==> config.mk <==
export PLATFORM = sky130hd
export DESIGN_NAME = bridge_target_cmd_window
export DESIGN_NICKNAME = d
export VERILOG_FILES = /design/src/rtl/bridge_target_cmd_window.sv
export SDC_FILE = /design/constraint.sdc
export NUM_CORES = 1
export LEC_CHECK = 0
export CAP_MARGIN = 20
export CORE_MARGIN = 2
export CORE_UTILIZATION = 54
export CTS_CLUSTER_DIAMETER = 40
export CTS_CLUSTER_SIZE = 20
export DETAILED_ROUTE_END_ITERATION = 12
export PLACE_DENSITY = 0.91
export SLEW_MARGIN = 10
export SYNTH_ARGS = -nofsm -noshare
export SYNTH_HDL_FRONTEND = slang
export SYNTH_SLANG_ARGS = --single-unit
==> constraint.sdc <==
create_clock -name clk -period 4.45 [get_ports clk]
set_input_delay 1.335 -clock clk [delete_from_list [all_inputs] [get_ports clk]]
set_output_delay 1.335 -clock clk [all_outputs]
set_load 0.02 [all_outputs]
==> src/rtl/bridge_target_cmd_window.sv <==
// APF target-command window: publishes one arbitrated request (command word plus param block)
// on the bridge bus, waits for the host "ok" acknowledge or a timeout, then pulses done with a result.
module bridge_target_cmd_window #(
  parameter logic [31:0] BASE_ADDR      = 32'hF800_2000,
  parameter logic [31:0] PARAM_OFFSET   = 32'h0000_0020,
  parameter int          PARAM_WORDS    = 8,
  parameter int          TIMEOUT_CYCLES = 0
) (
  input  logic                      clk,
  input  logic                      reset_n,
  input  logic                      req_valid,
  input  logic [15:0]               req_word,
  input  logic [32*PARAM_WORDS-1:0] req_param,
  output logic                      req_done,
  output logic [31:0]               req_result,
  input  logic [31:0]               bridge_addr,
  input  logic                      bridge_wr,
  input  logic [31:0]               bridge_wr_data,
  input  logic                      bridge_rd,
  output logic [31:0]               bridge_rd_data,
  output logic                      busy
);

  localparam logic [15:0] CMD_TAG        = 16'h636D;
  localparam logic [15:0] ACK_TAG        = 16'h6F6B;
  localparam logic [31:0] PARAM_BASE_IDX = PARAM_OFFSET >> 2;
  localparam int          CW             = (TIMEOUT_CYCLES > 0) ? $clog2(TIMEOUT_CYCLES + 1) : 1;
  localparam logic [CW-1:0] TO_LIMIT     = CW'(TIMEOUT_CYCLES);

  typedef enum logic [1:0] {
    ST_IDLE     = 2'd0,
    ST_WAIT_ACK = 2'd1,
    ST_DONE     = 2'd2
  } state_e;

  state_e                        state_q;
  logic [31:0]                   status_q;
  logic [PARAM_WORDS-1:0][31:0]  param_q;
  logic [CW-1:0]                 tmo_cnt_q;
  logic                          req_done_q;
  logic [31:0]                   req_result_q;
  logic [31:0]                   rd_data_q;
  logic                          busy_q;

  logic [31:0]   offset_s;
  logic [31:0]   word_idx_s;
  logic          status_hit_s;
  logic          ack_wr_s;
  logic          timeout_hit_s;
  logic [CW-1:0] tmo_cnt_d;
  logic [31:0]   rd_mux_s;

  // Address decode relative to the window base; the low two byte-address bits drop out in the shift.
  assign offset_s      = bridge_addr - BASE_ADDR;
  assign word_idx_s    = offset_s >> 2;
  assign status_hit_s  = (word_idx_s == 32'h0);
  assign ack_wr_s      = bridge_wr && status_hit_s && (bridge_wr_data[31:16] == ACK_TAG);
  assign timeout_hit_s = (TIMEOUT_CYCLES != 0) && ((tmo_cnt_q + CW'(1)) == TO_LIMIT);
  assign tmo_cnt_d     = (TIMEOUT_CYCLES != 0) ? (tmo_cnt_q + CW'(1)) : tmo_cnt_q;

  // Read mux: status word or one of the frozen param words; anything else reads zero.
  always_comb begin
    rd_mux_s = 32'h0;
    if (status_hit_s) begin
      rd_mux_s = status_q;
    end else begin
      for (int i = 0; i < PARAM_WORDS; i++) begin
        rd_mux_s = rd_mux_s | ({32{word_idx_s == (PARAM_BASE_IDX + 32'(i))}} & param_q[i]);
      end
    end
  end

  // Request FSM with registered status, param copy, completion and read-data outputs.
  always_ff @(posedge clk or negedge reset_n) begin
    if (!reset_n) begin
      state_q      <= ST_IDLE;
      status_q     <= 32'h0;
      param_q      <= {PARAM_WORDS{32'h0}};
      tmo_cnt_q    <= {CW{1'b0}};
      req_done_q   <= 1'b0;
      req_result_q <= 32'h0;
      rd_data_q    <= 32'h0;
      busy_q       <= 1'b0;
    end else begin
      req_done_q   <= 1'b0;
      req_result_q <= 32'h0;
      // Read samples the pre-write status so a same-cycle write is not visible yet.
      if (bridge_rd) begin
        rd_data_q <= rd_mux_s;
      end
      case (state_q)
        ST_IDLE: begin
          tmo_cnt_q <= {CW{1'b0}};
          if (req_valid) begin
            status_q <= {CMD_TAG, req_word};
            param_q  <= req_param;
            busy_q   <= 1'b1;
            state_q  <= ST_WAIT_ACK;
          end else begin
            status_q <= 32'h0;
            busy_q   <= 1'b0;
          end
        end
        ST_WAIT_ACK: begin
          if (ack_wr_s) begin
            status_q     <= bridge_wr_data;
            req_done_q   <= 1'b1;
            req_result_q <= {16'h0, bridge_wr_data[15:0]};
            state_q      <= ST_DONE;
          end else if (timeout_hit_s) begin
            req_done_q   <= 1'b1;
            req_result_q <= 32'hFFFF_FFFF;
            state_q      <= ST_DONE;
          end else begin
            tmo_cnt_q <= tmo_cnt_d;
          end
        end
        ST_DONE: begin
          status_q <= 32'h0;
          busy_q   <= 1'b0;
          state_q  <= ST_IDLE;
        end
        default: begin
          status_q <= 32'h0;
          busy_q   <= 1'b0;
          state_q  <= ST_IDLE;
        end
      endcase
    end
  end

  assign req_done       = req_done_q;
  assign req_result     = req_result_q;
  assign bridge_rd_data = rd_data_q;
  assign busy           = busy_q;

endmodule

==> reports/qor_table.md <==
| Quantity | Reported | Unit |
|---|---|---|
| Die boundary width | 176 | um |
| Final routed wire length divided by cell count | 19.1 | um |
| Min-Delay Endpoint | param_q[177]$_DFFE_PN0P_ | - |
| Highest achievable clock rate | 265 | MHz |
| Crit path max fanout | 64 | - |
| Max-slew violation total from the final report | 0 | - |
| Total routing resource utilization after global routing | 31.9 | % |
| Global-route wire length before repair | 77700 | um |
| Proportion of synthesized flip-flops having asynchronous set or reset | 100 | % |
| Hold Path Stages | 2 | - |
| Area growth, synth to finish | 35.9 | % |
| Capture instance of the worst register-to-register path | param_q[56]$_DFFE_PN0P_ | - |
| Setup WS pre-CTS | 0.180 | ns |
| Placed insts | 2521 | - |
| Vias in the first global route | 14600 | - |
| Number of antenna violations at the first check in global routing | 6 | - |
| DRC violation count after routing | 0 | - |
| Post-cts hold buffer count | 0 | - |
| Tcrit/Tclk final | 84.7 | % |
| Cts bufs inserted | 46 | - |
| Number of clock sinks | 340 | - |
| WP data required | 4.89 | ns |
| Count of H-tree levels built during CTS | 2 | - |
| Die Y-Extent | 176 | um |
| Worst slew pin tran | 1.07 | ns |
| Power density over the cells | 347 | mW/mm^2 |
| Setup violations, final | 0 | - |
| Proportion of layout cells with a drive suffix above 1 | 6.82 | % |
| Non-filler cells, final | 2609 | - |
| Worst-case clock skew | 0.0181 | ns |
| Final-report hold violation count | 0 | - |
| Hold path startpoint | param_q[177]$_DFFE_PN0P_ | - |
| Number of flops mapped to enable cells by yosys | 0 | - |
| Pin count of the biggest net entering global routing | 106 | - |
| FF+latch count, synth | 340 | - |
| Launching point of the worst reg2reg path | state_q[1]$_DFFE_PN0P_ | - |
| Post-CTS Setup Inserts | 0 | - |
| Standard-cell rows | 63 | - |
| Number of gates resized after CTS | 0 | - |
| WP data arrival | 4.21 | ns |
| IO Port Bufs | 388 | - |
| Hold slack | 0.471 | ns |
| Total wirelength of the detailed-routed design | 49900 | um |
| Kind of critical path | in -> reg | - |
| Antenna-violating nets left | 0 | - |
| Final global-route overflow total | 0 | - |
| Prevailing post-synth register cell | sky130_fd_sc_hd__dfrtp_1 | - |
| Startpoint kind of the worst setup timing path | primary input | - |
| Setup repair after global routing missed its margin | no | - |
| Routed vias/inst | 5.66 | - |
| Worst path setup slack after routing | 0.682 | ns |
| Type of the tightest min-delay check | reg -> reg | - |
| Fin crit period | 3.77 | ns |
| Status | finished clean | - |
| Initial core utilization | 54.5 | % |
| Final design utilization | 74.0 | % |
| Cell Area, Synth | 0.0160 | sq mm |
| Number of max-cap violations | 0 | - |
| Top-Level Pins | 407 | - |
| Reg-to-reg slack, setup | 2.30 | ns |
| Buffer depth of the longest clock path | 3 | - |
| Core area | 0.0294 | sq mm |
| CTS Root Cell | sky130_fd_sc_hd__clkbuf_16 | - |
| Post-Synthesis Mean Instance Area | 8.69 | sq um |
| Worst voltage drop across the vdd grid | 0.393 | mV |
| Leakage power figure | 10.6 | nW |
| Worst setup startpoint | bridge_addr[13] | - |
| Final RePlAce weighted congestion | 0.908 | - |
| CTS tree | done | - |
| Type of destination of the critical path | register | - |
| Final net count | 2521 | - |
| Share of synthesized area occupied by flip-flops and latches | 53.1 | % |
| Fin Setup TNS | 0 | ns |
| Post-synthesis cell type count | 44 | - |
| Relative slew margins | 29.0 | % |
| Die area | 0.0311 | sq mm |
| Yosys synthesis warning count | 0 | - |
| Clock insertion delay at the later pin of the skew report | 0.54 | ns |
| Cell count of the worst reg-to-reg path | 5 | - |
| HPWL after DPL | 34200 | um |
| Vias after detailed routing | 14800 | - |
| Synthesized netlist cell count | 1844 | - |
| DRC marker count from the first detailed-route iteration | 1510 | - |
| Pre-antenna DRT Iters | 5 | - |
| Clock transition at the registers of the reported paths | 0.05 | ns |
[cells by family after synthesis]
logic type	after synthesis	share of synthesized area, %
other	1	0.0234
XOR/XNOR	1	0.0547
AO/OA/AOI/OAI	287	12.5
flip-flops	340	53.1
AND/OR/NAND/NOR	959	24.9
buffers and inverters	191	5.36
multiplexers	64	4.00
adder cells (fa/ha/maj)	1	0.0781
[layout make-up]
class	instances	area, sq um
flip-flops and latches	340	8510
fillers	1977	7630
multi-input cells	1328	6750
repair buffers	426	4300
clock buffers	54	1230
well taps	390	488
clock inverters	30	342
inverters	37	139
diodes	4	10.0
[state kept, by name, summed over array words and instances, names as in the netlist]
signal	count
req_done	1
busy	1
status_q	32
req_result	16
param_q	256
bridge_rd_data	32
state_q	2
[synth_stat cells, types with 2 or more instances]
cell type	n	area share [%]
sky130_fd_sc_hd__clkbuf_1	106	2.5
sky130_fd_sc_hd__dfrtp_1	340	53
sky130_fd_sc_hd__o22ai_2	15	1.2
sky130_fd_sc_hd__o21ai_0	98	3.1
sky130_fd_sc_hd__o211a_1	16	1.0
sky130_fd_sc_hd__a21oi_1	32	1.0
sky130_fd_sc_hd__buf_2	12	0.37
sky130_fd_sc_hd__nand4b_1	3	0.16
sky130_fd_sc_hd__buf_6	6	0.42
sky130_fd_sc_hd__nand4bb_1	2	0.14
sky130_fd_sc_hd__o22ai_1	18	0.70
sky130_fd_sc_hd__mux2i_1	64	4.0
sky130_fd_sc_hd__a22oi_1	33	1.5
sky130_fd_sc_hd__nand4_1	37	1.4
sky130_fd_sc_hd__nand2_1	805	19
sky130_fd_sc_hd__nand3_1	35	1.1
sky130_fd_sc_hd__inv_1	37	0.87
sky130_fd_sc_hd__or2_1	2	0.078
sky130_fd_sc_hd__nor4_1	3	0.12
sky130_fd_sc_hd__o21a_1	8	0.37
sky130_fd_sc_hd__nor2_1	11	0.26
sky130_fd_sc_hd__or4_1	2	0.094
sky130_fd_sc_hd__buf_4	22	1.0
sky130_fd_sc_hd__nand3b_1	17	0.80
sky130_fd_sc_hd__nor3_1	4	0.12
sky130_fd_sc_hd__nor2b_1	3	0.12
sky130_fd_sc_hd__and2_1	23	0.90
sky130_fd_sc_hd__a211o_1	32	1.7
sky130_fd_sc_hd__or2_2	2	0.078
sky130_fd_sc_hd__buf_1	8	0.19
sky130_fd_sc_hd__or4b_1	3	0.19
sky130_fd_sc_hd__o31a_1	32	1.7
sky130_fd_sc_hd__nor4_2	2	0.16
[how the worst max path moves through the flow]
stage / to / slack, ns
finish: bridge_rd_data[21]$_DFFE_PN0P_ / 0.68
global route: req_result[9]$_DFF_PN0_ / 0.60
CTS: bridge_rd_data[22]$_DFFE_PN0P_ / 0.72
detailed placement: bridge_rd_data[6]$_DFFE_PN0P_ / 0.18
global placement: req_result[14]$_DFF_PN0_ / 0.28
floorplan: bridge_rd_data[21]$_DFFE_PN0P_ / 1.07
[critical path, stage by stage]
cell                              delay, ns
sky130_fd_sc_hd__clkdlybuf4s50_1       0.56
sky130_fd_sc_hd__inv_1                 0.07
sky130_fd_sc_hd__ha_1                  0.30
sky130_fd_sc_hd__or4b_1                0.45
sky130_fd_sc_hd__nor4_2                0.23
sky130_fd_sc_hd__nand3_1               0.17
sky130_fd_sc_hd__or2_2                 0.37
sky130_fd_sc_hd__buf_12                0.20
sky130_fd_sc_hd__o31a_1                0.32
sky130_fd_sc_hd__a21oi_1               0.16
[through the flow]
stage               power, mW  area (sq um)
floorplan                3.40         16100
global placement         3.89         20200
detailed placement       3.90         20200
CTS                      7.59         21800
global route             7.77         21800
finish                   7.56         21800
[cell usage in the layout, fill, tap and decap left out, types with 6 or more instances in the layout]
cell type                         synthesis  final
sky130_fd_sc_hd__nand2_1                805    804
sky130_fd_sc_hd__a211o_1                 32     32
sky130_fd_sc_hd__buf_12                   0     11
sky130_fd_sc_hd__o31a_1                  32     32
sky130_fd_sc_hd__nor2_1                  11     10
sky130_fd_sc_hd__inv_1                   37     37
sky130_fd_sc_hd__a22oi_1                 33     32
sky130_fd_sc_hd__clkbuf_16                0     47
sky130_fd_sc_hd__nand3_1                 35     35
sky130_fd_sc_hd__mux2i_1                 64     64
sky130_fd_sc_hd__o21a_1                   8      8
sky130_fd_sc_hd__dfrtp_1                340    340
sky130_fd_sc_hd__o211a_1                 16     16
sky130_fd_sc_hd__clkinv_2                 0      6
sky130_fd_sc_hd__nand3b_1                17     17
sky130_fd_sc_hd__nand4_1                 37     37
sky130_fd_sc_hd__and2_1                  23     22
sky130_fd_sc_hd__conb_1                   1     16
sky130_fd_sc_hd__o22ai_2                 15     15
sky130_fd_sc_hd__clkdlybuf4s50_1          0    384
sky130_fd_sc_hd__o21ai_0                 98     98
sky130_fd_sc_hd__o22ai_1                 18     18
sky130_fd_sc_hd__clkinvlp_4               0      7
sky130_fd_sc_hd__a21oi_1                 32     32
sky130_fd_sc_hd__buf_4                   22     27
sky130_fd_sc_hd__inv_6                    0      6
[where the power goes]
group	internal [mW]	switching [mW]
logic	0.384	0.336
registers	3.11	0.0173
clock network	2.26	1.46
total	5.75	1.81
[layer usage]
metal	GRT usage (%)	wire (um)
met5	0	0
met4	14.4	2320
met3	5.90	4290
met2	51.7	23900
met1	42.2	19400
No activity file was read; power rests on OpenSTA's default activity.
